[src/rtl/simd_alu_pipe.sv]
// Two-stage SIMD add/sub datapath: lane widths 8/16/32/64, signed or unsigned,
// wrap or saturate, valid/ready on both sides, sticky per-byte over/underflow.
module simd_alu_pipe #(
  parameter int DATA_WIDTH = 256,
  parameter int NBYTE      = DATA_WIDTH / 8
) (
  input  logic                  clk,
  input  logic                  rst_n,
  input  logic                  in_valid,
  output logic                  in_ready,
  input  logic [DATA_WIDTH-1:0] in_a,
  input  logic [DATA_WIDTH-1:0] in_b,
  input  logic [1:0]            in_mode,
  input  logic                  in_sub,
  input  logic                  in_signed,
  input  logic                  in_sat,
  output logic                  out_valid,
  input  logic                  out_ready,
  output logic [DATA_WIDTH-1:0] out_data,
  output logic [NBYTE-1:0]      out_ovf,
  output logic [NBYTE-1:0]      out_udf,
  input  logic                  clr_sticky,
  output logic [NBYTE-1:0]      sticky_ovf,
  output logic [NBYTE-1:0]      sticky_udf
);

  logic                  r_s1_valid;
  logic [DATA_WIDTH-1:0] r_s1_a;
  logic [DATA_WIDTH-1:0] r_s1_b;
  logic [1:0]            r_s1_mode;
  logic                  r_s1_sub;
  logic                  r_s1_signed;
  logic                  r_s1_sat;
  logic                  r_s2_valid;
  logic [DATA_WIDTH-1:0] r_s2_data;
  logic [NBYTE-1:0]      r_s2_ovf;
  logic [NBYTE-1:0]      r_s2_udf;
  logic [NBYTE-1:0]      r_sticky_ovf;
  logic [NBYTE-1:0]      r_sticky_udf;

  logic                  w_s1_adv;
  logic                  w_s2_adv;
  logic                  w_out_hs;
  logic [DATA_WIDTH-1:0] w_res;
  logic [NBYTE-1:0]      w_ovf;
  logic [NBYTE-1:0]      w_udf;

  assign w_s2_adv   = !r_s2_valid || out_ready;
  assign w_s1_adv   = !r_s1_valid || w_s2_adv;
  assign w_out_hs   = r_s2_valid && out_ready;
  assign in_ready   = w_s1_adv;
  assign out_valid  = r_s2_valid;
  assign out_data   = r_s2_data;
  assign out_ovf    = r_s2_ovf;
  assign out_udf    = r_s2_udf;
  assign sticky_ovf = r_sticky_ovf;
  assign sticky_udf = r_sticky_udf;

  // Byte-serial carry chain restarted at each lane boundary; flags resolved at the lane's top byte.
  always_comb begin
    logic                  c;
    logic                  v;
    logic                  lo;
    logic                  lu;
    logic [8:0]            s;
    logic [7:0]            bx;
    logic [DATA_WIDTH-1:0] wrap;
    logic [NBYTE-1:0]      end_ovf;
    logic [NBYTE-1:0]      end_udf;
    int                    lmask;
    c       = 1'b0;
    v       = 1'b0;
    lo      = 1'b0;
    lu      = 1'b0;
    s       = 9'd0;
    bx      = 8'd0;
    wrap    = '0;
    end_ovf = '0;
    end_udf = '0;
    w_res   = '0;
    w_ovf   = '0;
    w_udf   = '0;
    lmask   = (32'sd1 << r_s1_mode) - 32'sd1;
    for (int i = 0; i < NBYTE; i++) begin
      bx = r_s1_b[8*i +: 8] ^ {8{r_s1_sub}};
      c  = ((i & lmask) == 32'sd0) ? r_s1_sub : c;
      s  = {1'b0, r_s1_a[8*i +: 8]} + {1'b0, bx} + {8'd0, c};
      wrap[8*i +: 8] = s[7:0];
      c  = s[8];
      if ((i & lmask) == lmask) begin
        v = (r_s1_a[8*i+7] == bx[7]) && (s[7] != bx[7]);
        if (r_s1_signed) begin
          end_ovf[i] = v & ~bx[7];
          end_udf[i] = v & bx[7];
        end else if (r_s1_sub) begin
          end_ovf[i] = 1'b0;
          end_udf[i] = ~s[8];
        end else begin
          end_ovf[i] = s[8];
          end_udf[i] = 1'b0;
        end
      end else begin
        v = 1'b0;
      end
    end
    // Walk downward so each byte sees the flags of the lane top it belongs to.
    for (int i = NBYTE - 1; i >= 0; i--) begin
      lo       = ((i & lmask) == lmask) ? end_ovf[i] : lo;
      lu       = ((i & lmask) == lmask) ? end_udf[i] : lu;
      w_ovf[i] = lo;
      w_udf[i] = lu;
      if (r_s1_sat && lo) begin
        w_res[8*i +: 8] = (r_s1_signed && ((i & lmask) == lmask)) ? 8'h7F : 8'hFF;
      end else if (r_s1_sat && lu) begin
        w_res[8*i +: 8] = (r_s1_signed && ((i & lmask) == lmask)) ? 8'h80 : 8'h00;
      end else begin
        w_res[8*i +: 8] = wrap[8*i +: 8];
      end
    end
  end

  // Pipeline stages and sticky status; each stage holds while its successor stalls.
  always_ff @(posedge clk) begin
    if (!rst_n) begin
      r_s1_valid   <= 1'b0;
      r_s1_a       <= '0;
      r_s1_b       <= '0;
      r_s1_mode    <= 2'd0;
      r_s1_sub     <= 1'b0;
      r_s1_signed  <= 1'b0;
      r_s1_sat     <= 1'b0;
      r_s2_valid   <= 1'b0;
      r_s2_data    <= '0;
      r_s2_ovf     <= '0;
      r_s2_udf     <= '0;
      r_sticky_ovf <= '0;
      r_sticky_udf <= '0;
    end else begin
      if (w_s1_adv) begin
        r_s1_valid <= in_valid;
        if (in_valid) begin
          r_s1_a      <= in_a;
          r_s1_b      <= in_b;
          r_s1_mode   <= in_mode;
          r_s1_sub    <= in_sub;
          r_s1_signed <= in_signed;
          r_s1_sat    <= in_sat;
        end
      end
      if (w_s2_adv) begin
        r_s2_valid <= r_s1_valid;
        if (r_s1_valid) begin
          r_s2_data <= w_res;
          r_s2_ovf  <= w_ovf;
          r_s2_udf  <= w_udf;
        end
      end
      if (clr_sticky) begin
        r_sticky_ovf <= w_out_hs ? r_s2_ovf : '0;
        r_sticky_udf <= w_out_hs ? r_s2_udf : '0;
      end else if (w_out_hs) begin
        r_sticky_ovf <= r_sticky_ovf | r_s2_ovf;
        r_sticky_udf <= r_sticky_udf | r_s2_udf;
      end
    end
  end

endmodule

[config.mk]
export PLATFORM = sky130hd
export DESIGN_NAME = simd_alu_pipe
export DESIGN_NICKNAME = d
export VERILOG_FILES = /design/src/rtl/simd_alu_pipe.sv
export SDC_FILE = /design/constraint.sdc
export NUM_CORES = 2
export LEC_CHECK = 0
export CAP_MARGIN = 20
export CORE_AREA = 2 2 356 358
export CTS_CLUSTER_SIZE = 12
export DETAILED_ROUTE_END_ITERATION = 8
export DIE_AREA = 0 0 358 360
export GPL_TIMING_DRIVEN = 0
export HOLD_SLACK_MARGIN = 0.06
export SLEW_MARGIN = 10
export SYNTH_ARGS = -nofsm -noshare
export SYNTH_HDL_FRONTEND = slang
export SYNTH_SLANG_ARGS = --single-unit
[constraint.sdc]
create_clock -name clk -period 122.9 [get_ports clk]
set_input_delay 12.29 -clock clk [delete_from_list [all_inputs] [get_ports clk]]
set_output_delay 12.29 -clock clk [all_outputs]
set_load 0.03 [all_outputs]
==> run_results.csv <==
group,metric,value,unit
hold_path,min_path_type,"flip-flop to flip-flop",
power,leakagePower,26.02,nW
cts,cts_htree_levels,3,
timing,hold_viol,0,
drt,drtIter0Drc,5160,
final_layout,area_growth,31.68,%
timing,grt_setup_unrepaired,"no",
timing,layout_min_cycle_time,56.17,ns
drt,remaining_drc_errors,0,
yosys,synth_cells,6040,
power,p_per_area,13.89,nW/um2
setup_path,worst-path-max-fanout,10,
yosys,yosysTopAreaCellShare,37.60,%
power,power_frac_seq,37.3,%
global_route,grt_pass1_wl,361500,um
timing,tightest_slew,1.325,ns
yosys,synth-edff-count,0,
yosys,yosys.area_share.xor_xnor,7.739,%
final_layout,layout.nets,7898,
power,pwr-share-comb,25.6,%
cts,cts_tree,"yes",
placement,port_buffers,905,
yosys,ys_ff_latch,903,
timing,max_freq,0.01780,GHz
cts,cts.sinks,903,
floorplan,die_h,360,um
yosys,syn_area,48080,um2
drt,vias,51474,
yosys,synth_top_cell_by_area,"dfxtp_1",
setup_path,critPathKind,"flip-flop to flip-flop",
cts,cts_resized,0,
placement,dpl.hpwl,208600,um
final_layout,drive_gt1_share,5.189,%
global_route,grtUsageTotal,39.50,%
timing,setup_viol,0,
setup_path,cp.required,123.52,ns
status,outcome,"completed",
final_layout,utilization,50.68,%
floorplan,num_io_pins,908,
global_route,antenna_found_initial,34,
floorplan,initial_core_util,38.49,%
yosys,synth_warnings,0,
placement,place_congestion,1.021,
power,power,0.8795,mW
cts,cts.root.buffer_cell,"clkbuf_16",
power,pwr-share-clk,37.2,%
global_route,met3_usage,11.46,%
power,vdd_drop_max,0.00001088,V
drt,vias_per_cell,5.825,
drt,drt-total-wl,265600,um
cts,clk-insertion-delay-late,0.73,ns
yosys,synthTopCellsByArea,"dfxtp_1 (38%), nand2_1 (10%), a21oi_1 (9.8%), ha_1 (5.9%), xor2_1 (5.4%)",
yosys,syn_nets,6850,
yosys,avgSynthCellArea,7.961,um2
floorplan,fp.dieW,358,um
setup_path,slowest_stage,"o21ai_0",
drt,drt_first_pass_iters,7,
setup_path,critical_path.max_stage_delay,1.03,ns
timing,finalSetupTns,0,ns
yosys,yosys.area_share.adder,8.520,%
run,cap_violations,0,
timing,post-route-period-util,45.70,%
yosys,async_flop_share,0,%
setup_path,endpoint_kind,"flip-flop",
setup_path,cp-start-kind,"flip-flop",
power,p_sw_share,33.61,%
cts,cts_max_path_buffers,3,
cts,cts_post_setup_buffers_inserted,0,
yosys,synth_cell_types,114,
yosys,synth_simple_gate_area_share,18.23,%
yosys,synth_seq_area_share,37.60,%
yosys,synth_compound_area_share,24.10,%
drt,ant_nets,0,
global_route,use_met1,47.88,%
timing,maxSlewViolCount,0,
power,p_switching,0.2956,mW
setup_path,path_common_cell,"fa_1",
global_route,grt_start_max_net_pins,14,
yosys,synth-main-ff-cell,"dfxtp_1",
timing,max-slew-margin-rel,11.66,%
timing,finalClockSkew,0.03415,ns
cts,clkTransAtPathRegs,0.06,ns
global_route,first_global_vias,49120,
setup_path,arrival,56.79,ns
drt,wl_per_cell,30.06,um
final_layout,fill_cells,12325,
floorplan,die_area,128900,um2
power,intPower,0.5839,mW
yosys,synth_top_family_by_area,"compound AO/OA/AOI/OAI gates",
cts,cts_made_buffers,103,
global_route,grt_busiest_layer,"met2",
setup_path,r2r_slack,66.73,ns
global_route,met2_usage,61.56,%
global_route,overflow,0,
cts,ctsHoldBuffers,0,
yosys,muxShareOfSynthArea,0.2888,%
floorplan,core_region_area,124900,um2
floorplan,fp-row-count,130,
## power groups by stage
stage	Combinational, mW	Sequential, mW	Clock [mW]
final	0.225	0.328	0.327
after global routing	0.237	0.329	0.340
after CTS	0.219	0.327	0.327
after detailed placement	0.217	0.333	0
after global placement	0.215	0.333	0
after floorplan	0.107	0.342	0
## sequential cells by signal (all words and copies together) (netlist names), 2 cells and up
register / cells
out_udf: 32
out_data: 256
out_ovf: 32
sticky_udf: 32
sticky_ovf: 32
r_s1_mode: 2
r_s1_b: 256
r_s1_a: 256
## Yosys cell counts, types with 30 or more instances
cell / count
nand2_1: 1303
a21oi_1: 945
dfxtp_1: 903
o21ai_0: 345
nor2_1: 328
clkbuf_1: 309
xor2_1: 299
ha_1: 225
xnor2_1: 111
nor2b_1: 106
nor3_1: 78
a31oi_1: 64
a21o_1: 63
fa_1: 63
a211oi_1: 59
o21a_1: 57
o211ai_1: 50
inv_1: 48
nand3_1: 48
buf_1: 42
o22ai_1: 40
nand2b_1: 30
## final timing paths
path | endpoint | cells after the start | from
max | out_data[247] | 167 | r_s1_sub
min | r_s1_a[64] | 2 | r_s1_a[64]
max reg2reg | out_data[247] | 167 | r_s1_sub
min reg2reg | r_s1_a[64] | 2 | r_s1_a[64]
## layer usage
metal	vias to the layer above	share of wire [%]	wire, um
met5	-	0.11	285
met4	22	6.8	18090
met3	717	11	28780
met2	2783	44	116700
met1	24831	38	101700
li1	23121	-	-
## cell type report
class	count	area (um2)	area share (%)
Antenna cell	17	42.54	0.06719
Buffer	378	1540	2.433
Clock buffer	145	2967	4.685
Clock inverter	41	534.3	0.8438
Inverter	50	187.7	0.2964
Multi-Input combinational cell	4709	28330	44.74
Sequential cell	903	18080	28.55
Tap cell	1650	2064	3.261
Timing Repair Buffer	943	9573	15.12
## kinds of logic (layout without fill, tap and decap cells)
| family | count (synthesis) | count (layout) |
|---|---|---|
| mux | 13 | 13 |
| buf+inv | 428 | 1557 |
| flops | 903 | 903 |
| xor+xnor | 418 | 418 |
| other cells | 0 | 17 |
| compound gates | 1928 | 1928 |
| simple gates | 2060 | 2060 |
| fa+ha+maj | 290 | 290 |
## layout by cell type (no fill, tap or decap), types with 29 or more instances in the layout
cell type / n
nor3_1: 78
o21a_1: 57
clkbuf_16: 104
nand2_1: 1303
o211ai_1: 50
a31oi_1: 64
a21oi_1: 945
inv_1: 48
fa_1: 63
a21o_1: 63
o22ai_1: 40
clkdlybuf4s50_1: 905
nand3_1: 48
dfxtp_1: 903
xor2_1: 299
a211oi_1: 59
and2_1: 29
buf_1: 36
o21ai_0: 345
clkbuf_1: 308
ha_1: 225
nor2_1: 326
nor2b_1: 106
xnor2_1: 111
nand2b_1: 30
## critical path: cells and delay by family, from the launching register on
kind / cells / cell delay, ns
buffers and inverters: 8 / 3.56
AND/OR/NAND/NOR: 17 / 2.15
AO/OA/AOI/OAI: 94 / 26.80
adder cells (fa/ha/maj): 47 / 22.93
flip-flops: 1 / 0.33
XOR/XNOR: 1 / 0.17
## stage by stage
| step | hold WS [ns] | area (um2) | worst slack, ns | std cells |
|---|---|---|---|---|
| 3_3_place_gp | 0.4480 | 59210 | 67.45 | 8595 |
| 5_1_grt | 0.4802 | 63290 | 65.20 | 8825 |
| 3_5_place_dp | 0.4535 | 59680 | 68.13 | 8626 |
| 4_1_cts | 0.4619 | 63180 | 67.89 | 8812 |
| 2_1_floorplan | 0.4363 | 48080 | 81.02 | 6040 |
| 6_report | 0.4612 | 63310 | 66.73 | 8836 |
(Power assumes the default switching activity.)
